[config.mk]
export PLATFORM = sky130hd
export DESIGN_NAME = sensor_sequencer
export DESIGN_NICKNAME = d
export VERILOG_FILES = /design/src/rtl/sensor_pkg.sv /design/src/rtl/sensor_sequencer_counter.sv /design/src/rtl/sensor_sequencer.sv
export SDC_FILE = /design/constraint.sdc
export NUM_CORES = 1
export LEC_CHECK = 0
export ABC_AREA = 0
export BUFFER_PORTS_ARGS = -buffer_cell sky130_fd_sc_hd__buf_4
export CORE_UTILIZATION = 35
export CTS_CLUSTER_SIZE = 25
export DETAILED_ROUTE_END_ITERATION = 16
export SLEW_MARGIN = 20
export SYNTH_ARGS = -nofsm -noshare
export SYNTH_HDL_FRONTEND = slang
export SYNTH_SLANG_ARGS = --single-unit
[constraint.sdc]
create_clock -name clk -period 8.95 [get_ports clk]
set_clock_uncertainty 0.1 [all_clocks]
set_input_delay 1.79 -clock clk [delete_from_list [all_inputs] [get_ports clk]]
set_output_delay 1.79 -clock clk [all_outputs]
set_load 0.01 [all_outputs]
[src/rtl/sensor_pkg.sv]
// sensor_pkg: shared definitions for the sensor sequencer.
//   state_e          - sequencer FSM states
//   DEFAULT_*        - default timing constants
//   phase_cnt_width  - width of the shared phase counter
package sensor_pkg;

  typedef enum logic [2:0] {
    ST_IDLE    = 3'd0,
    ST_ERASE   = 3'd1,
    ST_EXPOSE  = 3'd2,
    ST_CONVERT = 3'd3,
    ST_READ    = 3'd4
  } state_e;

  localparam int DEFAULT_ERASE_TIME    = 5;
  localparam int DEFAULT_ROW_READ_TIME = 5;
  localparam int DEFAULT_ADC_BITS      = 8;

  // Wide enough for the longest exposure, the full ramp (2^adc_bits) and
  // the whole read window.
  function automatic int phase_cnt_width(input int expose_bits,
                                         input int adc_bits,
                                         input int read_len);
    int w;
    w = expose_bits;
    if (adc_bits + 1 > w) w = adc_bits + 1;
    if ($clog2(read_len) + 1 > w) w = $clog2(read_len) + 1;
    return w;
  endfunction

endpackage

[src/rtl/sensor_sequencer_counter.sv]
// sensor_sequencer_counter: generic up-counter with synchronous clear.
//   clk, rst_n  - clock, asynchronous active-low reset
//   clr_i       - synchronous clear (wins over en_i)
//   en_i        - increment enable
//   count_o     - registered count value
module sensor_sequencer_counter #(
  parameter int W = 8
) (
  input  logic         clk,
  input  logic         rst_n,
  input  logic         clr_i,
  input  logic         en_i,
  output logic [W-1:0] count_o
);

  logic [W-1:0] count_q;

  always_ff @(posedge clk or negedge rst_n) begin
    if (!rst_n) begin
      count_q <= '0;
    end else if (clr_i) begin
      count_q <= '0;
    end else if (en_i) begin
      count_q <= count_q + W'(1);
    end
  end

  assign count_o = count_q;

endmodule

[src/rtl/sensor_sequencer.sv]
// sensor_sequencer: frame sequencer for a pixel array
// (ERASE -> EXPOSE -> CONVERT -> READ).
//   clk, reset        - clock, asynchronous active-low reset
//   start             - frame request, honoured only in IDLE
//   continuous        - chain the next frame straight after READ
//   abort             - synchronous cancel of the running frame
//   expose_time       - exposure length, latched on accepted start
//   p_erase/p_expose/p_convert - phase enables (levels, not clocks)
//   p_row_select      - one-hot row select during READ
//   p_dRamp           - digital ADC ramp
//   row_valid         - pulse on the last cycle of each selected row
//   busy              - high outside IDLE
//   frame_done        - pulse on the last READ cycle
//   dbg_state_o       - current FSM state
// row_valid and frame_done are single-cycle qualifiers with no back-pressure:
// the consumer must take the row data in the cycle the pulse is high.
module sensor_sequencer
  import sensor_pkg::*;
#(
  parameter int PIXEL_ARRAY_HEIGHT = 2,
  parameter int ADC_BITS           = DEFAULT_ADC_BITS,
  parameter int ERASE_TIME         = DEFAULT_ERASE_TIME,
  parameter int ROW_READ_TIME      = DEFAULT_ROW_READ_TIME,
  parameter int EXPOSE_BITS        = 10
) (
  input  logic                          clk,
  input  logic                          reset,
  input  logic                          start,
  input  logic                          continuous,
  input  logic                          abort,
  input  logic [EXPOSE_BITS-1:0]        expose_time,
  output logic                          p_erase,
  output logic                          p_expose,
  output logic                          p_convert,
  output logic [PIXEL_ARRAY_HEIGHT-1:0] p_row_select,
  output logic [ADC_BITS-1:0]           p_dRamp,
  output logic                          row_valid,
  output logic                          busy,
  output logic                          frame_done,
  output state_e                        dbg_state_o
);

  localparam int READ_LEN = ROW_READ_TIME * PIXEL_ARRAY_HEIGHT;
  localparam int CW       = phase_cnt_width(EXPOSE_BITS, ADC_BITS, READ_LEN);
  localparam int RTW      = (ROW_READ_TIME > 1) ? $clog2(ROW_READ_TIME) : 1;

  state_e                        state_q, state_d;
  logic [CW-1:0]                 cnt_q;
  logic                          cnt_clr;
  logic                          ramp_clr, ramp_en;
  logic [EXPOSE_BITS-1:0]        exp_q, exp_d, exp_eff;
  logic [RTW-1:0]                row_tick_q, row_tick_d;
  logic [PIXEL_ARRAY_HEIGHT-1:0] row_q, row_d;
  logic                          row_valid_d, frame_done_d;
  logic                          phase_end;
  logic                          erase_q, expose_q, convert_q;
  logic                          row_valid_q, busy_q, frame_done_q;

  // Phase counter: cycles spent in the current state (0 on the first cycle).
  sensor_sequencer_counter #(.W(CW)) u_phase_cnt (
    .clk    (clk),
    .rst_n  (reset),
    .clr_i  (cnt_clr),
    .en_i   (1'b1),
    .count_o(cnt_q)
  );

  // Ramp counter: only advances while staying in CONVERT, so it holds its
  // final value through READ.
  sensor_sequencer_counter #(.W(ADC_BITS)) u_ramp_cnt (
    .clk    (clk),
    .rst_n  (reset),
    .clr_i  (ramp_clr),
    .en_i   (ramp_en),
    .count_o(p_dRamp)
  );

  always_comb begin
    // An exposure of 0 is stretched to one cycle.
    exp_eff   = (exp_q == '0) ? EXPOSE_BITS'(1) : exp_q;
    phase_end = 1'b0;
    unique case (state_q)
      ST_ERASE:   phase_end = (cnt_q == CW'(ERASE_TIME - 1));
      ST_EXPOSE:  phase_end = (cnt_q == CW'(exp_eff) - CW'(1));
      ST_CONVERT: phase_end = (cnt_q == CW'((1 << ADC_BITS) - 1));
      ST_READ:    phase_end = (cnt_q == CW'(READ_LEN - 1));
      default:    phase_end = 1'b0;
    endcase
  end

  always_comb begin
    state_d = state_q;
    exp_d   = exp_q;
    if (state_q == ST_IDLE) begin
      // abort together with start in IDLE cancels the request.
      if (start && !abort) begin
        state_d = ST_ERASE;
        exp_d   = expose_time;
      end
    end else if (abort) begin
      state_d = ST_IDLE;
    end else if (phase_end) begin
      unique case (state_q)
        ST_ERASE:   state_d = ST_EXPOSE;
        ST_EXPOSE:  state_d = ST_CONVERT;
        ST_CONVERT: state_d = ST_READ;
        ST_READ: begin
          if (continuous) begin
            state_d = ST_ERASE;
            exp_d   = expose_time;
          end else begin
            state_d = ST_IDLE;
          end
        end
        default:    state_d = ST_IDLE;
      endcase
    end
  end

  assign cnt_clr  = (state_d != state_q) || (state_q == ST_IDLE);
  assign ramp_clr = (state_d == ST_ERASE) || (state_d == ST_IDLE);
  assign ramp_en  = (state_q == ST_CONVERT) && (state_d == ST_CONVERT);

  // Row shifter: bit 0 on READ entry, shift left after each full row.
  // READ ends exactly on the last row's final cycle, so it never wraps.
  always_comb begin
    row_tick_d = '0;
    row_d      = '0;
    if (state_d == ST_READ) begin
      if (state_q == ST_READ) begin
        if (row_tick_q == RTW'(ROW_READ_TIME - 1)) begin
          row_d = row_q << 1;
        end else begin
          row_tick_d = row_tick_q + RTW'(1);
          row_d      = row_q;
        end
      end else begin
        row_d[0] = 1'b1;
      end
    end
    row_valid_d  = (state_d == ST_READ) && (row_tick_d == RTW'(ROW_READ_TIME - 1));
    frame_done_d = row_valid_d && row_d[PIXEL_ARRAY_HEIGHT-1];
  end

  // Outputs are registered from next-state values so they line up with state_q.
  always_ff @(posedge clk or negedge reset) begin
    if (!reset) begin
      state_q      <= ST_IDLE;
      exp_q        <= '0;
      row_tick_q   <= '0;
      row_q        <= '0;
      erase_q      <= 1'b0;
      expose_q     <= 1'b0;
      convert_q    <= 1'b0;
      row_valid_q  <= 1'b0;
      busy_q       <= 1'b0;
      frame_done_q <= 1'b0;
    end else begin
      state_q      <= state_d;
      exp_q        <= exp_d;
      row_tick_q   <= row_tick_d;
      row_q        <= row_d;
      erase_q      <= (state_d == ST_ERASE);
      expose_q     <= (state_d == ST_EXPOSE);
      convert_q    <= (state_d == ST_CONVERT);
      row_valid_q  <= row_valid_d;
      busy_q       <= (state_d != ST_IDLE);
      frame_done_q <= frame_done_d;
    end
  end

  assign p_erase      = erase_q;
  assign p_expose     = expose_q;
  assign p_convert    = convert_q;
  assign p_row_select = row_q;
  assign row_valid    = row_valid_q;
  assign busy         = busy_q;
  assign frame_done   = frame_done_q;
  assign dbg_state_o  = state_q;

endmodule
==> impl_results.md <==
* Status: finished, final reports clean
* First-pass GRT wire length at approximately 10000 um
* Final hold viol count at 0
* Number of enable flip-flop cells after synthesis at 0
* Routed WL per cell at 15.0 um
* Largest net degree at the start of global routing at 43
* GPL Wtd Cong at 0.936
* Total wire length at a little under 6000 um
* CP arrival at ~4600 ps
* P&R area growth vs syn at 14.3%
* Switch share at 29.3%
* Post-Syn Instances at 276
* CTS tree: built
* Cell area after synthesis at roughly 0.0026 mm2
* DR iter-0 viols at 115
* Number of port buffers at 33
* IO Count at 34
* Post-synth top area share at 40.8%
* Synth area leaders: dfrtp_1, mux2_2, nand3_1, nor2_1, xnor2_1
* Register area share after synthesis at approximately 41%
* DRC violations left at 0
* Post-synth top cells: dfrtp_1, nor2_1, nand3_1
* Leakage at 1.17 nW
* Reg power frac at between 50 and 60%
* DIE HEIGHT at 87.8 um
* Min Tclk post-route at 4530 ps
* Worst Hold Class: register to register
* Gate power share at between 10% and 20%
* Max Cap Viol at 0
* Final net count at 313
* Vias at around 2100
* Type of the worst setup path: register to register
* Clk_lat worst skew at roughly 300 ps
* Maximum clock frequency at 221 MHz
* # rows at 30
* Final-layout fill cell count at approximately 720
* Synth warn at 0
* Startpoint types: register
* Hold Slack at approximately 440 ps
* Storage element area at 0.00105 mm2
* Period utilisation layout at 50.6%
* Initial antenna violation count at 0
* Die area at 0.00770 mm2
* CTS buffer count at 5
* Critical path's largest stage delay at 870 ps
* Die span in x at 87.8 um
* Rel. slew slack at between 30% and 40%
* CTS HTree Levels at 2
* RSZ-0062 raised after global routing: no
* Clock share of power at approximately 34%
* Worst path cell trace: nor4_1 > a31oi_1 > ha_1 > xor2_1 > or4_1 > nand3_1 > nand4_1 > nor4_4 > nand2_1 > o21ai_1 > mux2_2
* Synth cell types at 54
* CTS sink cnt at 42
* Core box area at 0.00694 mm2
* Register bit count reported by yosys at 42
* Async SR Flop Fraction at 100%
* Syn Area/Cell at between 9 and 10 um2
* Setup TNS at 0 ps
* Ratio of cells with drive above 1 in the final layout at 20.1%
* Mapped Nets at 296
* Top-count cell post-synth: dfrtp_1
* Internal at 318 uW
* Dpl hpwl at 4160 um
* Area leader, netlist: dfrtp_1
* Critical Path Sink Type: register
* Number of setup violations in the final report at 0
* Total grt overflow at 0
* GR Util All Layers at 16.5%
* CP Data Required Time at 9040 ps
* Reg clk slew, reported paths at around 80 ps
* Routed Antenna Nets at 0
* Starting Density at 37.1%
* Worst vdd ir at 0.0672 mV
* Final number of max-transition violations at 0
* Synth Flop Type: dfrtp_1
* Ant diodes at 0
* Worst-Margin Slew at 1030 ps
* Post-CTS sizing at 0
* Power per Cell Area at 153 mW/mm2
* Hold-fix buffers, CTS at 0
* DR pass1 iterations at 4
* Slowest-stage cell, CP: o21ai_1
* Post-CTS setup repair buffer count at 0
* CP Max Fanout at 13
* Multi-input gate area at 0.00138 mm2
* Vias in the first global route at just under 2000
* Clk buf depth at 2
* Vias/cell at roughly 5.5
* Switching power at between 100 and 150 uW
* Clock root cell: clkbuf_8
-- sequential cells by signal (all words and copies together), names as in the netlist --
signal / count
exp_q: 10
u_phase_cnt.count_o: 10
u_ramp_cnt.count_o: 8
dbg_state_o: 3
row_tick_q: 3
p_row_select: 2
busy: 1
frame_done: 1
p_convert: 1
p_erase: 1
p_expose: 1
row_valid: 1
-- worst max-delay path, delay by kind of cell (launching register included) --
| family | cells | cell delay [ps] |
|---|---|---|
| AND/OR/NAND/NOR | 6 | 1920 |
| flip-flops | 1 | 510 |
| multiplexers | 1 | 430 |
| XOR/XNOR | 1 | 170 |
| adder cells (fa/ha/maj) | 1 | 250 |
| AO/OA/AOI/OAI | 2 | 1040 |
-- layer usage --
| metal | wire length, um | vias to the layer above | GRT usage (%) |
|---|---|---|---|
| li1 | - | 1050 | - |
| met1 | 2970 | 1029 | 24.9 |
| met2 | 2530 | 51 | 23.3 |
| met3 | 270 | 6 | 3.02 |
| met4 | 80 | 0 | 6.11 |
| met5 | 0 | - | 0 |
-- kinds of logic after synthesis --
kind of cell | share of synthesized area [%]
XOR/XNOR | 5.79
adder cells (fa/ha/maj) | 2.43
buffers and inverters | 5.40
AND/OR/NAND/NOR | 24.1
AO/OA/AOI/OAI | 15.6
flip-flops | 40.8
multiplexers | 5.93
-- cells in the final DEF (no fill, tap or decap), types with 2 or more instances in the layout --
| cell | count |
|---|---|
| dfrtp_1 | 42 |
| buf_4 | 33 |
| nor2_1 | 24 |
| nand3_1 | 19 |
| nor3_1 | 14 |
| a21oi_1 | 12 |
| mux2_2 | 10 |
| o21ai_0 | 9 |
| nand2_1 | 9 |
| xnor2_1 | 9 |
| or3_1 | 8 |
| xor2_1 | 8 |
| inv_1 | 6 |
| nand4_1 | 6 |
| a211oi_1 | 5 |
| o31ai_1 | 5 |
| ha_1 | 5 |
| clkbuf_8 | 5 |
| a31oi_1 | 4 |
| nand2b_1 | 4 |
| mux2i_1 | 4 |
| nor2b_1 | 3 |
| or4_1 | 3 |
| o211ai_1 | 3 |
| and3_1 | 3 |
| nor4_1 | 2 |
| a32oi_1 | 2 |
| nor3b_1 | 2 |
| or4_4 | 2 |
| a21o_1 | 2 |
| nand3b_1 | 2 |
| a211o_1 | 2 |
| and2_1 | 2 |
| or2_2 | 2 |
| and4_1 | 2 |
| clkinvlp_4 | 2 |
-- power groups by stage --
stage	logic, mW	clock network [mW]	registers, mW
4_1_cts	0.0695	0.155	0.228
3_5_place_dp	0.0689	0	0.231
6_report	0.0693	0.152	0.229
5_1_grt	0.0768	0.165	0.231
3_3_place_gp	0.0681	0	0.231
2_1_floorplan	0.0635	0	0.216
-- final timing paths --
path	startpoint	end	slack (ps)	depth (start not counted)
worst max-delay path	exp_q[3]	exp_q[5]	4420	11
worst min-delay path	u_phase_cnt.count_o[0]	u_phase_cnt.count_o[0]	440	1
worst max register to register	exp_q[3]	exp_q[5]	4420	11
worst min register to register	u_phase_cnt.count_o[0]	u_phase_cnt.count_o[0]	440	1
max in group asynchronous	reset	dbg_state_o[0]	7030	1
min in group asynchronous	reset	exp_q[3]	1360	1
-- area by class of cell --
| type | count | share of cell area [%] |
|---|---|---|
| Inverter | 7 | 0.893 |
| Clock inverter | 3 | 1.53 |
| Clock buffer | 5 | 2.34 |
| Timing Repair Buffer | 33 | 8.42 |
| Multi-Input combinational cell | 204 | 47.0 |
| Sequential cell | 42 | 35.7 |
| Tap cell | 96 | 4.08 |
-- stage by stage --
step | setup WS (ps) | instances | area (um2) | util (%) | power [mW]
6_report | 4420 | 390 | 2940 | 42.4 | 0.450
3_5_place_dp | 4400 | 382 | 2830 | 40.7 | 0.300
4_1_cts | 4390 | 390 | 2940 | 42.4 | 0.453
5_1_grt | 4030 | 390 | 2940 | 42.4 | 0.474
2_1_floorplan | 5080 | 276 | 2570 | - | 0.279
3_3_place_gp | 4510 | 382 | 2830 | 40.7 | 0.299
Note: power is estimated with default switching activity, not from simulation.
